$ cat src/rtl/sym_classifier.sv
// Byte classifier in front of the string recognizer: buffers UART bytes in a FIFO,
// releases them with a minimum spacing and registers per-byte character-class flags.
module sym_classifier #(
  parameter int DEPTH   = 4,
  parameter int GAP     = 1,
  parameter int MAX_LEN = 15
) (
  input  logic                     clk,
  input  logic                     rst,
  input  logic [7:0]               rx_data,
  input  logic                     rx_valid,
  input  logic                     rx_frame_err,
  output logic                     valid,
  output logic                     error_verify,
  output logic                     start_stop,
  output logic                     small_letter,
  output logic                     capital_letter,
  output logic                     number,
  output logic                     hex_digit,
  output logic                     punctuation_basic,
  output logic                     punctuation_finance,
  output logic                     parentheses,
  output logic                     curly_braces,
  output logic                     math_symbol,
  output logic                     whitespace,
  output logic                     vowel,
  output logic                     consonant,
  output logic                     other,
  output logic [7:0]               char_out,
  output logic [$clog2(DEPTH):0]   fifo_level,
  output logic                     overflow
);

  localparam int AW = $clog2(DEPTH);
  localparam int LW = AW + 1;
  localparam logic [LW-1:0] DEPTH_L = LW'(DEPTH);
  localparam logic [2:0]    GAP_L   = 3'(GAP);
  localparam logic [8:0]    MAX_L   = 9'(MAX_LEN);

  logic [7:0]    mem_q [DEPTH];
  logic [AW-1:0] wr_ptr_q, rd_ptr_q;
  logic [LW-1:0] count_q, count_d;
  logic [2:0]    gap_q, gap_d;
  logic [8:0]    len_q, len_d;
  logic [13:0]   flags_q, flags_d;
  logic [7:0]    char_q;
  logic          valid_q, err_q, ovf_q;

  logic [7:0] head;
  logic       pop, push_req, push, drop, len_err;

  always_comb begin
    head     = mem_q[rd_ptr_q];
    pop      = (count_q != '0) && (gap_q == 3'd0);
    push_req = rx_valid && !rx_frame_err;
    push     = push_req && ((count_q != DEPTH_L) || pop);
    drop     = push_req && (count_q == DEPTH_L) && !pop;
  end

  always_comb begin
    count_d = count_q;
    if (push && !pop)      count_d = count_q + 1'b1;
    else if (pop && !push) count_d = count_q - 1'b1;
  end

  always_comb begin
    gap_d = gap_q;
    if (pop)                gap_d = GAP_L;
    else if (gap_q != 3'd0) gap_d = gap_q - 3'd1;
  end

  // Length saturates at MAX_LEN+1 so the error fires once per over-long string.
  always_comb begin
    len_d   = len_q;
    len_err = 1'b0;
    if (pop) begin
      if (head == 8'h00) begin
        len_d = 9'd0;
      end else if (len_q < MAX_L) begin
        len_d = len_q + 9'd1;
      end else if (len_q == MAX_L) begin
        len_d   = MAX_L + 9'd1;
        len_err = 1'b1;
      end
    end
  end

  logic f_ss, f_sm, f_cap, f_num, f_hex, f_pb, f_pf, f_par, f_cur, f_math, f_ws, f_vow, f_con, f_oth;
  always_comb begin
    f_ss   = (head == 8'h00);
    f_sm   = (head >= 8'h61) && (head <= 8'h7A);
    f_cap  = (head >= 8'h41) && (head <= 8'h5A);
    f_num  = (head >= 8'h30) && (head <= 8'h39);
    f_hex  = f_num || ((head >= 8'h41) && (head <= 8'h46)) || ((head >= 8'h61) && (head <= 8'h66));
    f_pb   = 1'b0;
    f_pf   = 1'b0;
    f_par  = 1'b0;
    f_cur  = 1'b0;
    f_math = 1'b0;
    f_ws   = 1'b0;
    f_vow  = 1'b0;
    case (head)
      8'h2E, 8'h2C, 8'h3A, 8'h3B, 8'h21, 8'h3F, 8'h27, 8'h22: f_pb = 1'b1;
      8'h23, 8'h24, 8'h25, 8'h26, 8'h40:                      f_pf = 1'b1;
      8'h28, 8'h29, 8'h5B, 8'h5D:                             f_par = 1'b1;
      8'h7B, 8'h7D:                                           f_cur = 1'b1;
      8'h2B, 8'h2D, 8'h2A, 8'h2F, 8'h5C, 8'h3D, 8'h3C, 8'h3E: f_math = 1'b1;
      8'h20, 8'h09, 8'h0A, 8'h0D:                             f_ws = 1'b1;
      8'h61, 8'h65, 8'h69, 8'h6F, 8'h75,
      8'h41, 8'h45, 8'h49, 8'h4F, 8'h55:                      f_vow = 1'b1;
      default: ;
    endcase
    f_con   = (f_sm || f_cap) && !f_vow;
    f_oth   = !(f_ss || f_sm || f_cap || f_num || f_pb || f_pf || f_par || f_cur || f_math || f_ws);
    flags_d = {f_ss, f_sm, f_cap, f_num, f_hex, f_pb, f_pf, f_par, f_cur, f_math, f_ws, f_vow, f_con, f_oth};
  end

  always_ff @(posedge clk) begin
    if (push) mem_q[wr_ptr_q] <= rx_data;
  end

  always_ff @(posedge clk) begin
    if (rst) begin
      wr_ptr_q <= '0;
      rd_ptr_q <= '0;
      count_q  <= '0;
      gap_q    <= 3'd0;
      len_q    <= 9'd0;
      flags_q  <= '0;
      char_q   <= 8'h00;
      valid_q  <= 1'b0;
      err_q    <= 1'b0;
      ovf_q    <= 1'b0;
    end else begin
      if (push) wr_ptr_q <= wr_ptr_q + 1'b1;
      if (pop) begin
        rd_ptr_q <= rd_ptr_q + 1'b1;
        flags_q  <= flags_d;
        char_q   <= head;
      end
      count_q <= count_d;
      gap_q   <= gap_d;
      len_q   <= len_d;
      valid_q <= pop;
      err_q   <= rx_frame_err || drop || len_err;
      if (drop) ovf_q <= 1'b1;
    end
  end

  assign {start_stop, small_letter, capital_letter, number, hex_digit, punctuation_basic,
          punctuation_finance, parentheses, curly_braces, math_symbol, whitespace,
          vowel, consonant, other} = flags_q;
  assign valid        = valid_q;
  assign error_verify = err_q;
  assign char_out     = char_q;
  assign fifo_level   = count_q;
  assign overflow     = ovf_q;

endmodule

$ cat config.mk
export PLATFORM = sky130hd
export DESIGN_NAME = sym_classifier
export DESIGN_NICKNAME = d
export VERILOG_FILES = /design/src/rtl/sym_classifier.sv
export SDC_FILE = /design/constraint.sdc
export NUM_CORES = 1
export LEC_CHECK = 0
export CAP_MARGIN = 20
export CORE_ASPECT_RATIO = 0.6
export CORE_MARGIN = 2
export CORE_UTILIZATION = 50
export CTS_CLUSTER_DIAMETER = 40
export CTS_CLUSTER_SIZE = 30
export DETAILED_ROUTE_END_ITERATION = 8
export GPL_ROUTABILITY_DRIVEN = 0
export PLACE_DENSITY = 0.75
export SETUP_SLACK_MARGIN = 0.05
export SLEW_MARGIN = 20
export SYNTH_ARGS = -nofsm -noshare
export SYNTH_HDL_FRONTEND = slang
export SYNTH_SLANG_ARGS = --single-unit
$ cat constraint.sdc
create_clock -name clk -period 2.6 [get_ports clk]
set_input_delay 0.26 -clock clk [delete_from_list [all_inputs] [get_ports clk]]
set_output_delay 0.26 -clock clk [all_outputs]
set_load 0.1 [all_outputs]
==> out/results.txt, run 1 <==
Synth top cells by count -> dfxtp_1, nand2_1, nor2_1
Remaining DRCs -> 0
Hold Crit Class -> flip-flop to flip-flop
Async SR Flop Fraction -> 0%
Top_reg_cell synth -> dfxtp_1
P per Cell Area -> 1246 nW/µm²
Drt pass-1 iters -> 4
First-pass GRT wire length -> 11760 µm
Clock skew -> 0.006376 ns
Status -> completed
Post-Synthesis Cells -> 324
Routed vias -> 2538
Initial core utilization -> 51.95%
Cell Rows -> 23
Slew HR -> 67.14%
Hold path depth -> 2
Power Total -> 5.368 mW
1st-iter DRT viols -> 135
I/O pin cnt -> 40
Fin util -> 64.27%
Htree depth -> 3
Mapped Nets -> 345
Yosys warning count -> 0
Crit path arrival time -> 2.71 ns
Unrepaired setup endpoints after global routing -> yes
Hold path endpoint -> char_out[4]
Largest net degree at the start of global routing -> 39
I/O Buffers -> 39
Max clock buf depth -> 2
Final setup vio count -> 0
Fin crit period -> 2.447 ns
Total grt overflow -> 0
Top cell type's share of synthesized area -> 27.59%
Max Slew Vio Count -> 0
Mapped cell area -> 3483 µm²
DR vias/cell -> 5.435
Worst r2r path cells -> 11
Most frequent cell after synthesis -> dfxtp_1
Post-CTS Hold Buffers -> 0
Seq/Total Area, Yosys -> 54.02%
Synthesized flop and latch total -> 78
Final Hold Viols -> 0
Lkg Pwr -> 1.603 nW
Crit Path Max Fanout -> 3
Final wirelength -> 7103 µm
Min-delay src -> char_out[4]
Clock sink total -> 78
Post-route ant nets -> 0
Max VDD drop -> 0.0007481 V
Core ar. -> 6705 µm²
Share of cells above drive strength 1 -> 21.58%
Startpoint Class -> flip-flop
R2r setup slk -> 0.15 ns
Clock root buffer -> clkbuf_16
Post-DP Area -> 3960 µm²
DR WL/cell -> 15.21 µm
Post-synth EDFFs -> 32
Total GRT Usage -> 20.08%
Die W -> 111.8 µm
P&R area growth vs syn -> 23.71%
DIE AREA -> 7672 µm²
Worst-skew pair later-pin latency -> 0.34 ns
Hold_ws -> 0.4550 ns
Yosys top cell by area -> edfxtp_1
Synth cell types -> 50
Critical path class -> flip-flop to flip-flop
TritonCTS Buffers -> 9
Worst-path clk slew -> 0.06 ns
# diodes -> 0
FF-to-FF End -> fifo_level[2]
Critical path required time -> 2.86 ns
Max-cap violations -> 0
CTS tree -> yes
Top post-synthesis cells by area -> edfxtp_1, dfxtp_1, a21oi_1
Critical R2R Launch -> gap_q[0]
Initial antenna violation count -> 0
Crit end category -> flip-flop
Final #Nets -> 396
Synthesized area per cell -> 10.75 µm²
DP HPWL -> 4943 µm
Final instance area -> 4309 µm²
Vias in the first global route -> 2452
Fin crit share -> 94.11%
Pin slew with the least headroom to its limit -> 0.4860 ns
Highest Clock Rate -> 408.7 MHz
Die Height -> 68.65 µm
[final cells by class]
class / count / area (µm²)
Multi-Input combinational cell: 218 / 1484
Timing Repair Buffer: 58 / 466.7
Inverter: 10 / 37.54
Tap cell: 87 / 108.9
Sequential cell: 78 / 1889
Fill cell: 521 / 2396
Clock inverter: 7 / 97.59
Clock buffer: 9 / 225.2
[worst max path at each step]
stage / start / slack, ns / to
5_1_grt: gap_q[0] / -0.01 / fifo_level[2]
3_3_place_gp: flip-flop / 0.04 / len_q[1]
2_1_floorplan: flip-flop / 0.01 / len_q[4]
3_5_place_dp: flip-flop / -0.03 / len_q[1]
4_1_cts: flip-flop / 0.06 / len_q[1]
6_report: gap_q[0] / 0.15 / fifo_level[2]
[layout by cell type, fill, tap and decap left out, drive strengths merged, types with 2 or more instances in the layout]
cell	Yosys	layout
a211oi	3	3
a21oi	28	28
a31oi	5	5
a41oi	2	2
and2	6	6
and3	2	2
buf	5	47
bufinv	0	2
clkbuf	13	9
clkdlybuf4s50	0	11
clkinv	1	3
clkinvlp	0	2
dfxtp	46	46
edfxtp	32	32
ha	8	8
inv	9	10
mux2i	6	6
mux4	8	8
nand2	36	36
nand2b	7	7
nand3	6	6
nand3b	4	4
nand4	2	2
nor2	33	33
nor2b	6	6
nor3	10	10
nor4	4	4
nor4b	2	2
o2111ai	2	2
o211ai	2	2
o21ai	5	5
o31ai	2	2
or2	2	2
or3	3	3
xnor2	6	6
xor2	4	4
[power by group]
part	internal (mW)	leakage, nW	switching [mW]
clock network	0.842	0.152	0.489
logic	0.777	0.784	1.64
registers	1.47	0.667	0.151
total	3.09	1.60	2.28
[flip-flops by register name, summed over array words and instances, names as in the netlist, named ones only]
register and flops:
mem_q 32, flags_q 14, len_q 9, char_out 8, fifo_level 3, gap_q 3
rd_ptr_q 2, wr_ptr_q 2, error_verify 1, overflow 1, valid 1
[cells by family (layout without fill, tap and decap cells)]
logic type	Yosys count	after routing	synth area share (%)
AOI/OAI and AO/OA	55	55	9.842
xor gates and xnor gates	10	10	2.514
adders and majority gates	9	9	3.448
buffers and inverters	28	84	3.664
DFF	78	78	54.02
muxes	14	14	7.328
and+or+nand+nor	130	130	19.18
[critical path, stage by stage (launching register included)]
cell and delay [ns]:
dfxtp_1 0.35, inv_1 0.07, ha_1 0.22, nor2b_2 0.17, nor4b_1 0.43, nor3b_2 0.12
ha_1 0.23, inv_1 0.07, fa_1 0.18, xor2_1 0.08, or3_1 0.30, a21oi_1 0.14
[per-layer routing]
layer | up-vias | GRT usage, % | routed length, µm
met3 | 5 | 7.255 | 339
met1 | 1220 | 25.80 | 3483
li1 | 1265 | - | -
met2 | 48 | 32.65 | 3235
met5 | - | 0 | 0
met4 | 0 | 6.019 | 44
[repair_timing]
action / 4_1_cts / 5_1_grt
resized for setup: 2 / 3
pin swaps: 1 / 2
buffers inserted: 2 / 0
endpoints found under the setup margin: 8 / 12
[stage by stage]
stage               std cells  setup WS (ns)  TNS [ns]
floorplan                 324        0.01381         0
global placement          449        0.04145         0
detailed placement        449       -0.03021  -0.03021
CTS                       467        0.05531         0
global route              467       -0.01434  -0.01434
finish                    467         0.1531         0
No activity file was read; power rests on OpenSTA's default activity.
==> inputs of run 2 (changes only) <==
--- a/config.mk
+++ b/config.mk
@@ -13,8 +13,9 @@
 export CTS_CLUSTER_SIZE = 30
 export DETAILED_ROUTE_END_ITERATION = 8
 export GPL_ROUTABILITY_DRIVEN = 0
-export PLACE_DENSITY = 0.75
+export PLACE_DENSITY = 0.72
 export SETUP_SLACK_MARGIN = 0.05
+export SKIP_CTS_REPAIR_TIMING = 1
 export SLEW_MARGIN = 20
 export SYNTH_ARGS = -nofsm -noshare
 export SYNTH_HDL_FRONTEND = slang
==> run 2 against run 1 <==
  * Maximum frequency is 0.47% lower
  * Non-clock buffer count unchanged
  * Global-route usage up 1.1 points
  * Utilization is the same
  * Combinational power increased by 3%
  * Clock skew rose by 0.0017 ns
  * Critical path depth decreased by 3
  * Count of clock-buffer cells in the layout is 2 higher
  * Largest power group unchanged
==> out/results.txt, run 2 (synthesis results as in run 1) <==
Crit Path Max Fanout -> 13
Clock skew -> 0.008068 ns
Switching power -> 2.309 mW
Remaining DRCs -> 0
Comb pwr share -> 46.6%
Most frequent cells in the layout -> buf_4, dfxtp_1, nand2_1, nor2_1, edfxtp_1
Crit path arrival time -> 2.70 ns
Fin crit share -> 94.56%
Drt pass-1 iters -> 4
Max clock buf depth -> 2
Slowest stage delay, CP -> 0.55 ns
Clk pwr share -> 22.9%
Crit end category -> flip-flop
TritonCTS Buffers -> 9
CTS tree -> yes
DP HPWL -> 5148 µm
Clock root buffer -> clkbuf_16
Routed vias -> 2591
DIE AREA -> 7672 µm²
Power Total -> 5.346 mW
Hold Crit Class -> flip-flop to flip-flop
Worst-skew pair later-pin latency -> 0.34 ns
Most common cell after layout, fill and taps aside -> buf_4
Post-route ant nets -> 0
Initial antenna violation count -> 0
P per Cell Area -> 1241 nW/µm²
Largest register FFs -> 32
Final setup vio count -> 0
# diodes -> 0
Final wirelength -> 7562 µm
DR WL/cell -> 16.19 µm
Highest Clock Rate -> 406.8 MHz
P_int -> 3.036 mW
CP Buf/Inv Count -> 2
Die W -> 111.8 µm
Die Height -> 68.65 µm
P&R area growth vs syn -> 23.71%
Clock sink total -> 78
Lkg Pwr -> 1.592 nW
Fin util -> 64.27%
Slew HR -> 64.61%
Max Slew Vio Count -> 0
CP delay by family, top -> compound AO/OA/AOI/OAI gates
I/O Buffers -> 39
Post-DP Area -> 3958 µm²
FILL cells -> 554
Share of cells above drive strength 1 -> 22.89%
First-pass GRT wire length -> 12170 µm
Status -> completed
Register area -> 1891 µm²
Largest reg by FF count -> mem_q
I/O pin cnt -> 40
Vias in the first global route -> 2429
Htree depth -> 3
Critical path required time -> 2.85 ns
Final Hold Viols -> 0
Crit-path cells -> buf_4, mux4_2, buf_12, or3b_2, a21oi_1, o21ai_0, nand4b_1, o31ai_1
Critical path class -> flip-flop to flip-flop
Initial core utilization -> 51.95%
Core ar. -> 6705 µm²
Max VDD drop -> 0.0009067 V
Max stage delay cell, worst path -> mux4_2
Regs by FF count -> mem_q: 32 flops, flags_q: 14 flops, len_q: 9 flops
Unrepaired setup endpoints after global routing -> yes
Largest net degree at the start of global routing -> 39
Total GRT Usage -> 21.16%
Multi-input logic area -> 1505 µm²
Total grt overflow -> 0
1st-iter DRT viols -> 157
Final instance area -> 4309 µm²
Sequential share of power -> 30.5%
Pin slew with the least headroom to its limit -> 0.5268 ns
Cell Rows -> 23
Startpoint Class -> flip-flop
Net Sw Frac -> 43.20%
Fin crit period -> 2.458 ns
Final #Nets -> 396
DR vias/cell -> 5.548
Worst-path clk slew -> 0.06 ns
Max-cap violations -> 0
run 2: cell types whose count changed in the layout (fill, tap and decap cells not counted), moves of 2 or more:
| cell | before | now |
|---|---|---|
| mux4_1 | 3 | 1 |
| inv_1 | 9 | 7 |
| clkbuf_1 | 0 | 2 |
| ha_1 | 8 | 6 |
| inv_2 | 0 | 2 |
| mux4_2 | 5 | 7 |
run 2: metrics by stage:
step / setup slack (ns) / hold slack (ns) / instances / TNS, ns
global placement: -0.009974 / 0.4438 / 447 / -0.009974
global route: 0.006505 / 0.4776 / 467 / 0
floorplan: 0.01381 / 0.3589 / 324 / 0
detailed placement: -0.1069 / 0.4490 / 447 / -0.8794
finish: 0.1415 / 0.4530 / 467 / 0
CTS: -0.1397 / 0.4566 / 463 / -1.142
run 2: path summary, 6_finish.rpt:
check	depth (start not counted)	slack (ns)	from	to
min	2	0.45	flags_q[1]	flags_q[1]
max	8	0.14	flip-flop	flags_q[0]
max reg2reg	8	0.14	flip-flop	flags_q[0]
min reg2reg	2	0.45	flags_q[1]	flags_q[1]
run 2: power groups by stage:
| stage | Clock (mW) | Combinational (mW) | Sequential [mW] |
|---|---|---|---|
| 6_report | 1.22 | 2.49 | 1.63 |
| 5_1_grt | 1.30 | 2.69 | 1.66 |
| 4_1_cts | 1.25 | 2.39 | 1.62 |
| 3_5_place_dp | 0 | 2.37 | 1.64 |
| 3_3_place_gp | 0 | 2.33 | 1.63 |
| 2_1_floorplan | 0 | 1.16 | 2.34 |
run 2: final cells by class:
class | count | share of cell area, %
flip-flops and latches | 78 | 43.87
multi-input cells | 218 | 34.93
repair buffers | 58 | 11.03
clock buffers | 11 | 5.401
well taps | 87 | 2.526
clock inverters | 5 | 1.365
inverters | 10 | 0.8711
run 2: layer usage:
layer / track usage, % / wire (µm) / vias to the layer above
met3: 7.168 / 454 / 4
li1: - / - / 1271
met4: 7.099 / 38 / 0
met1: 28.37 / 3615 / 1251
met5: 0 / 0 / -
met2: 32.88 / 3454 / 65
run 2: worst reg2reg max path: stages (launching register included):
cell      delay (ns)
dfxtp_4         0.42
buf_4           0.16
mux4_2          0.55
buf_12          0.18
or3b_2          0.19
a21oi_1         0.05
o21ai_0         0.37
nand4b_1        0.22
o31ai_1         0.22
==> inputs of run 3 (changes only) <==
--- a/config.mk
+++ b/config.mk
@@ -6,7 +6,6 @@
 export NUM_CORES = 1
 export LEC_CHECK = 0
 export CAP_MARGIN = 20
-export CORE_ASPECT_RATIO = 0.6
 export CORE_MARGIN = 2
 export CORE_UTILIZATION = 50
 export CTS_CLUSTER_DIAMETER = 40
==> run 3 against run 2 <==
  * Cell count is 0.64% lower
  * Hold slack worse by 0.0012 ns
  * Critical endpoint is now fifo_level[2]
  * Sequential share of layout area is 0.59 points higher
  * Register-to-register slack better by 0.04 ns
  * Flip-flop and latch count stayed put
  * Highest routed layer unchanged
  * Critical path type unchanged
  * Worst setup slack better by 0.040 ns
  * Largest power group unchanged
  * Non-clock buffer count is 4 higher
  * Global-route usage is 1.2 points lower
  * Total power is 4.2% lower
  * Sequential power hardly changed
==> out/results.txt, run 3 (synthesis results as in run 1) <==
Status -> completed
Largest reg by FF count -> mem_q
Critical path required time -> 2.88 ns
I/O pin cnt -> 40
Most frequent cells in the layout -> buf_4, dfxtp_1, nand2_1, nor2_1, edfxtp_1
# diodes -> 0
Fin crit share -> 93.01%
Highest Clock Rate -> 413.5 MHz
Slowest stage delay, CP -> 0.34 ns
Crit Path Max Fanout -> 3
Hold_ws -> 0.4518 ns
Vias in the first global route -> 2450
Worst r2r path cells -> 12
Crit path arrival time -> 2.70 ns
Startpoint Class -> flip-flop
TritonCTS Buffers -> 9
Most common cell after layout, fill and taps aside -> buf_4
Clock skew -> 0.01159 ns
Total GRT Usage -> 19.93%
Max stage delay cell, worst path -> dfxtp_2
I/O Buffers -> 39
Max-cap violations -> 0
FF-to-FF End -> fifo_level[2]
Share of cells above drive strength 1 -> 23.18%
Critical path class -> flip-flop to flip-flop
P&R area growth vs syn -> 22.05%
Clock sink total -> 78
Final Hold Viols -> 0
Routed vias -> 2563
Hold path depth -> 2
Post-route ant nets -> 0
Core ar. -> 6756 µm²
Hold Crit Class -> flip-flop to flip-flop
Worst-skew pair later-pin latency -> 0.36 ns
Lkg Pwr -> 1.582 nW
Critical R2R Launch -> gap_q[0]
R2r setup slk -> 0.18 ns
Max VDD drop -> 0.0005878 V
Total grt overflow -> 0
1st-iter DRT viols -> 93
Dpl cells -> 443
Initial core utilization -> 51.56%
Largest net degree at the start of global routing -> 26
Crit-path cells -> inv_2, ha_2, nor2b_4, nor4b_1, buf_4, nor3b_4, ha_2, inv_1, fa_2, xor2_1, or3_1, a21oi_1
P per Cell Area -> 1204 nW/µm²
FILL cells -> 543
Regs by FF count -> mem_q: 32 flops, flags_q: 14 flops, len_q: 9 flops
Hold path endpoint -> flags_q[12]
DR WL/cell -> 15.12 µm
CP delay by family, top -> adder cells
First-pass GRT wire length -> 11720 µm
Final wirelength -> 7017 µm
Final setup vio count -> 0
Power Total -> 5.119 mW
Largest register FFs -> 32
DP HPWL -> 4728 µm
Clock root buffer -> clkbuf_8
Cell Count, Final, Fillers Out -> 464
Crit end category -> flip-flop
Die W -> 87.47 µm
Htree depth -> 3
CP Buf/Inv Count -> 3
Initial antenna violation count -> 0
Remaining DRCs -> 0
Cell Rows -> 30
Setup TNS -> 0 ns
Slew HR -> 65.96%
Final #Nets -> 400
Min-delay src -> flags_q[12]
Fin crit period -> 2.418 ns
Fin util -> 62.93%
Critical Path Most Common Cell -> ha_2
Max clock buf depth -> 2
Pin slew with the least headroom to its limit -> 0.5068 ns
DIE AREA -> 7650 µm²
CTS tree -> yes
Drt pass-1 iters -> 4
Unrepaired setup endpoints after global routing -> yes
DR vias/cell -> 5.524
Max Slew Vio Count -> 0
Die Height -> 87.47 µm
Worst-path clk slew -> 0.09 ns
## run 3: cell types whose count changed in the layout (fill, tap and decap cells not counted), sizes merged
cell      previous run  this run
buf                 47        51
clkinvlp             2         1
bufinv               1         2
inv                 10        11
clkbuf              11        10
## run 3: where the power goes
part | switching, mW | internal (mW)
logic | 1.65 | 0.836
clock network | 0.459 | 0.549
registers | 0.158 | 1.47
## run 3: metal layers
layer  part of all wire, %  GRT usage (%)
met1                    47          26.13
met2                    49          31.96
met3                   3.5          4.171
met4                   1.1          8.531
met5                     0              0
## run 3: worst max path at each step
stage,from,end,cells after the start
final,gap_q[0],fifo_level[2],12
after global routing,gap_q[0],fifo_level[2],12
after CTS,flip-flop,len_q[4],7
after detailed placement,flip-flop,len_q[5],7
after global placement,flip-flop,len_q[4],7
after floorplan,flip-flop,len_q[4],9
## run 3: stage by stage
stage          setup WS, ns  area, µm²
2_1_floorplan       0.01381       3495
3_3_place_gp        0.05967       3971
3_5_place_dp        0.02527       3971
4_1_cts            0.004773       4193
5_1_grt            0.006902       4252
6_report             0.1818       4252
## run 3: tightest hold or removal path: cells and delay by family (launching register included)
family	cells	cell delay [ns]
flip-flops	1	0.31
AND/OR/NAND/NOR	1	0.05
AO/OA/AOI/OAI	1	0.05
## run 3: final cells by class
cell class	count	area [µm²]	share of cell area (%)
clock buffers	10	127.6	3.002
inverters	10	37.54	0.8829
clock inverters	6	93.84	2.207
flip-flops and latches	78	1891	44.47
well taps	80	100.1	2.354
repair buffers	62	505.5	11.89
multi-input cells	218	1496	35.20
==> edit 1, RTL diff (settings of run 1) <==
Add an input register stage for `rx_data`, `rx_valid` and `rx_frame_err`, with the module's reset; this delays them by one clock.
--- a/src/rtl/sym_classifier.sv
+++ b/src/rtl/sym_classifier.sv
@@ -38,4 +38,20 @@
   localparam logic [8:0]    MAX_L   = 9'(MAX_LEN);
 
+  logic [7:0] rx_data_q;
+  logic rx_valid_q;
+  logic rx_frame_err_q;
+
+  always_ff @(posedge clk) begin
+    if (rst) begin
+      rx_data_q      <= '0;
+      rx_valid_q     <= '0;
+      rx_frame_err_q <= '0;
+    end else begin
+      rx_data_q      <= rx_data;
+      rx_valid_q     <= rx_valid;
+      rx_frame_err_q <= rx_frame_err;
+    end
+  end
+
   logic [7:0]    mem_q [DEPTH];
   logic [AW-1:0] wr_ptr_q, rd_ptr_q;
@@ -53,5 +69,5 @@
     head     = mem_q[rd_ptr_q];
     pop      = (count_q != '0) && (gap_q == 3'd0);
-    push_req = rx_valid && !rx_frame_err;
+    push_req = rx_valid_q && !rx_frame_err_q;
     push     = push_req && ((count_q != DEPTH_L) || pop);
     drop     = push_req && (count_q == DEPTH_L) && !pop;
@@ -117,5 +133,5 @@
 
   always_ff @(posedge clk) begin
-    if (push) mem_q[wr_ptr_q] <= rx_data;
+    if (push) mem_q[wr_ptr_q] <= rx_data_q;
   end
 
@@ -143,5 +159,5 @@
       len_q   <= len_d;
       valid_q <= pop;
-      err_q   <= rx_frame_err || drop || len_err;
+      err_q   <= rx_frame_err_q || drop || len_err;
       if (drop) ovf_q <= 1'b1;
     end
Check against the original RTL: not equivalent (Yosys sat finds a counterexample within 4 cycles, from zero or initial values and one cycle with rst high).
==> edit 1 against run 1 <==
Worst setup slack worse by 35 ps; die area is 6.3% higher; power is 5.9% lower; sequential cell count is 10 higher; design area is 6.1% higher; area after synthesis is 6.6% higher; routed wire length is 5.4% higher; via count is 4.1% higher; clock skew is 1.1 ps lower; clock power is 7% lower; sequential power is 7% higher; fmax is 1.4% lower; non-clock buffer count is 3 lower.
==> edit 1: results (changes against run 1) <==
| Metric | Value |
|---|---|
| VDD IR max | `0.754 mV (was 0.748 mV)` |
| Vias | `2,642 (was 2,538)` |
| Master of the slowest instance on the critical path | `or3_4 (was nor4b_1)` |
| Status | `finished clean (unchanged)` |
| HPWL after DPL | `5.15 mm (was 4.94 mm)` |
| Synth top area cells | `dfxtp_1, edfxtp_1, mux4_2, nor2_1, nand2_1 (was edfxtp_1, dfxtp_1, a21oi_1, nand2_1, nor2_1)` |
| Hold Startpoint | `len_q[5] (was char_out[4])` |
| Seq/Total Area, Yosys | `56.0% (was 54.0%)` |
| Largest stage delay, worst path | `380 ps (was 430 ps)` |
| Clock net power | `1.24 mW (was 1.33 mW)` |
| Comb pwr share | `41.0% (was 45.0%)` |
| Clock Skews | `5.32 ps (was 6.38 ps)` |
| Global-route wire length before repair | `12.4 mm (was 11.8 mm)` |
| Unique masters post-synth | `59 (was 50)` |
| Share of layout cells above drive strength 1 | `23.3% (was 21.6%)` |
| Fillcell total | `576 (was 521)` |
| Initial drt markers | `233 (was 135)` |
| Dpl cells | `468 (was 449)` |
| CTS buffer count | `9 (unchanged)` |
| P_int | `2.99 mW (was 3.09 mW)` |
| Worst R2R Setup Slack | `120 ps (was 150 ps)` |
| Routed WL per cell | `15.3 µm (was 15.2 µm)` |
| Endpoint, Worst Hold | `len_q[5] (was char_out[4])` |
| Total track usage | `20.0% (was 20.1%)` |
| R2R depth | `12 (was 11)` |
| Vias in the first global route | `2,493 (was 2,452)` |
| Avg Cell Area, Syn | `11.2 µm² (was 10.8 µm²)` |
| Reg2Reg Capture Point | `fifo_level[2] (unchanged)` |
| Drt pass-1 iters | `5 (was 4)` |
| Final net count | `402 (was 396)` |
| Post-synth top cells | `dfxtp_1, nor2_1, edfxtp_1 (was dfxtp_1, nand2_1, nor2_1)` |
| Worst-margin pin slew | `531 ps (was 486 ps)` |
-- edit 1: routing by layer --
metal | track usage (%) | wire [µm] | part of all wire, %
met1 | 29.3 | 3700 | 49
met2 | 28.9 | 3310 | 44
met3 | 5.91 | 387 | 5.2
met4 | 6.02 | 90 | 1.2
met5 | 0 | 0 | 0
-- edit 1: worst max path at each step --
stage                          to  slack [ps]
finish              fifo_level[2]         120
global route        fifo_level[2]          -8
CTS                 fifo_level[2]          60
detailed placement  fifo_level[2]         -30
global placement    fifo_level[2]         180
floorplan           fifo_level[2]          70
-- edit 1: metrics by stage --
| step | instance area (µm²) | hold WS, ps | util (%) | total power, mW | setup WS, ps |
|---|---|---|---|---|---|
| floorplan | 3730 | 344 | - | 3.31 | 67.0 |
| global placement | 4190 | 435 | 57.9 | 3.68 | 180 |
| detailed placement | 4190 | 438 | 57.9 | 3.72 | -32.3 |
| CTS | 4500 | 448 | 62.1 | 4.98 | 62.4 |
| global route | 4570 | 460 | 63.2 | 5.29 | -7.89 |
| finish | 4570 | 450 | 63.2 | 5.05 | 118 |
-- edit 1: cell type report --
cell class | instances | area (µm²) | area share (%)
flip-flops and latches | 88 | 2090 | 45.8
multi-input cells | 217 | 1560 | 34.1
repair buffers | 55 | 465 | 10.2
clock buffers | 9 | 225 | 4.92
well taps | 104 | 130 | 2.85
clock inverters | 7 | 62.6 | 1.37
inverters | 10 | 37.5 | 0.821
-- edit 1: cells by family after synthesis --
kind of cell	count (synthesis)	share of synthesized area (%)
compound gates	52	9.53
xor+xnor	8	1.89
fa+ha+maj	9	3.23
buf+inv	27	3.44
flops	88	56.0
mux	14	6.64
simple gates	134	19.2
-- edit 1: timing repair --
item,in CTS,in global routing
hold endpoints to repair,0,0
buffers inserted,1,5
setup endpoints to repair,1,10
pin swaps,1,4
resized for setup,3,10
==> edit 2, RTL diff (config.mk and constraints of run 1) <==
Without the edit above. `DEPTH`: 4 -> 8.
--- a/src/rtl/sym_classifier.sv
+++ b/src/rtl/sym_classifier.sv
@@ -2,5 +2,5 @@
 // releases them with a minimum spacing and registers per-byte character-class flags.
 module sym_classifier #(
-  parameter int DEPTH   = 4,
+  parameter int DEPTH   = 8,
   parameter int GAP     = 1,
   parameter int MAX_LEN = 15
Interface: changed (resized fifo_level); port bits go from 40 to 41. No check against the original RTL was run, so the function may have changed too.
==> edit 2 against run 1 <==
Design area up 49%; power is 32% higher; area after synthesis up 42%; critical endpoint is now flags_q[0]; synthesized cell count is 20% higher; die area rose by 40%; largest cell class unchanged; routed wire length grew 56%; worst setup slack worse by 21 ps; sequential cell count increased by 36; core utilization grew 1.4 points; fmax decreased by 0.85%.
==> edit 2: results (changes against run 1) <==
| Metric | Value |
|---|---|
| Clk_lat worst skew | `410 ps (was 340 ps)` |
| Largest registers | `mem_q (64), flags_q (14), len_q (9) (was mem_q (32), flags_q (14), len_q (9))` |
| Synth top area cells | `edfxtp_1, dfxtp_1, mux4_2, nor2_1, nand2_1 (was edfxtp_1, dfxtp_1, a21oi_1, nand2_1, nor2_1)` |
| Static Leakage | `2.27 nW (was 1.60 nW)` |
| Worst Path Arrival | `2790 ps (was 2710 ps)` |
| EDFF count, synth | `64 (was 32)` |
| Via density | `5.65 (was 5.43)` |
| Final clock-cell share | `8.02% (was 7.49%)` |
| HPWL after DPL | `7.26 mm (was 4.94 mm)` |
| Fillcell total | `720 (was 521)` |
| Final net count | `488 (was 396)` |
| Multi-input gate share of total cell area | `31.6% (was 34.4%)` |
| Area occupied by registers | `2940 µm² (was 1890 µm²)` |
| CP Max Fanout | `8 (was 3)` |
| Htree depth | `4 (was 3)` |
| Pre-CTS setup slack | `33.7 ps (was -30.2 ps)` |
| Clkbuf count | `24 (was 9)` |
| Status | `finished clean (unchanged)` |
| Num rows | `28 (was 23)` |
| Worst rel slew slack | `60.0% (was 67.1%)` |
| Drt pass-1 iters | `5 (was 4)` |
| VDD IR max | `0.999 mV (was 0.748 mV)` |
| Clock Skews | `7.89 ps (was 6.38 ps)` |
| Port Buf Inserts | `40 (was 39)` |
| Initial drt markers | `479 (was 135)` |
| Final cell count without fillers | `614 (was 467)` |
| Seq/Total Area, Yosys | `59.2% (was 54.0%)` |
| Total track usage | `21.4% (was 20.1%)` |
| Global-route wire length before repair | `17.0 mm (was 11.8 mm)` |
| Dpl cells | `569 (was 449)` |
| DP Area | `5670 µm² (was 3960 µm²)` |
| CTS buffer count | `17 (was 9)` |
| Unique masters post-synth | `59 (was 50)` |
| Syn nets | `409 (was 345)` |
| Vias in the first global route | `3,290 (was 2,452)` |
| Avg Cell Area, Syn | `12.7 µm² (was 10.8 µm²)` |
| Post-DRT Antenna Nets | `0 (unchanged)` |
| Finished Cell Area | `6400 µm² (was 4310 µm²)` |
| Inverters | `7 (was 10)` |
| Multi-input gates | `247 (was 218)` |
| Largest net degree at the start of global routing | `31 (was 39)` |
| CTS sink count | `114 (was 78)` |
| Routed WL per cell | `18.1 µm (was 15.2 µm)` |
| NonClk Buf Share | `11.3% (was 10.8%)` |
==> edit 2: changes by cell type in the layout (fill, tap and decap cells not counted), moves of 6 or more <==
cell       before  now
a21oi_1        28   18
buf_12          0    6
buf_4          46   62
a211oi_1        3   10
edfxtp_1       32   64
clkbuf_1        0    7
clkbuf_16       9   18
mux4_2          5   16
==> edit 2: repair_timing <==
item | CTS | global route
setup buffers | 0 | 12
gates cloned | 0 | 2
resized for setup | 2 | 14
pin swaps | 0 | 11
setup endpoints to repair | 6 | 11
==> edit 2: worst max-delay path, stage by stage, from the launching register on <==
cell,delay [ps]
dfxtp_4,370
buf_12,140
mux4_2,540
mux2_2,360
nand4_1,230
nor2_1,70
nor3_1,340
nand2_1,100
o31ai_1,230
==> edit 2: worst paths after layout <==
| path | from | to | slack [ps] | depth (start not counted) |
|---|---|---|---|---|
| setup reg to reg | flip-flop | flags_q[0] | 130 | 8 |
| hold / removal | flags_q[1] | flags_q[1] | 450 | 2 |
| hold reg to reg | flags_q[1] | flags_q[1] | 450 | 2 |
| setup / recovery | flip-flop | flags_q[0] | 130 | 8 |
==> edit 2: cell families after synthesis <==
kind of cell / share of synthesized area, %
and+or+nand+nor: 13.8
DFF: 59.2
AOI/OAI and AO/OA: 8.47
muxes: 11.3
buffers and inverters: 2.74
xor gates and xnor gates: 1.95
adders and majority gates: 2.43
==> edit 2: layer usage <==
metal	vias to the layer above	global-route usage [%]	routed length (µm)
met1	1700	29.5	5350
met5	-	0	0
met4	0	6.45	125
met3	21	7.93	704
met2	125	32.0	4920
li1	1622	-	-
==> edit 2: report_power, final <==
group	total, mW	leakage, nW	switching (mW)	internal [mW]
clock	2.03	0.249	0.740	1.29
combinational	2.80	1.03	1.75	1.05
sequential	2.24	0.990	0.151	2.09
total	7.07	2.27	2.64	4.43
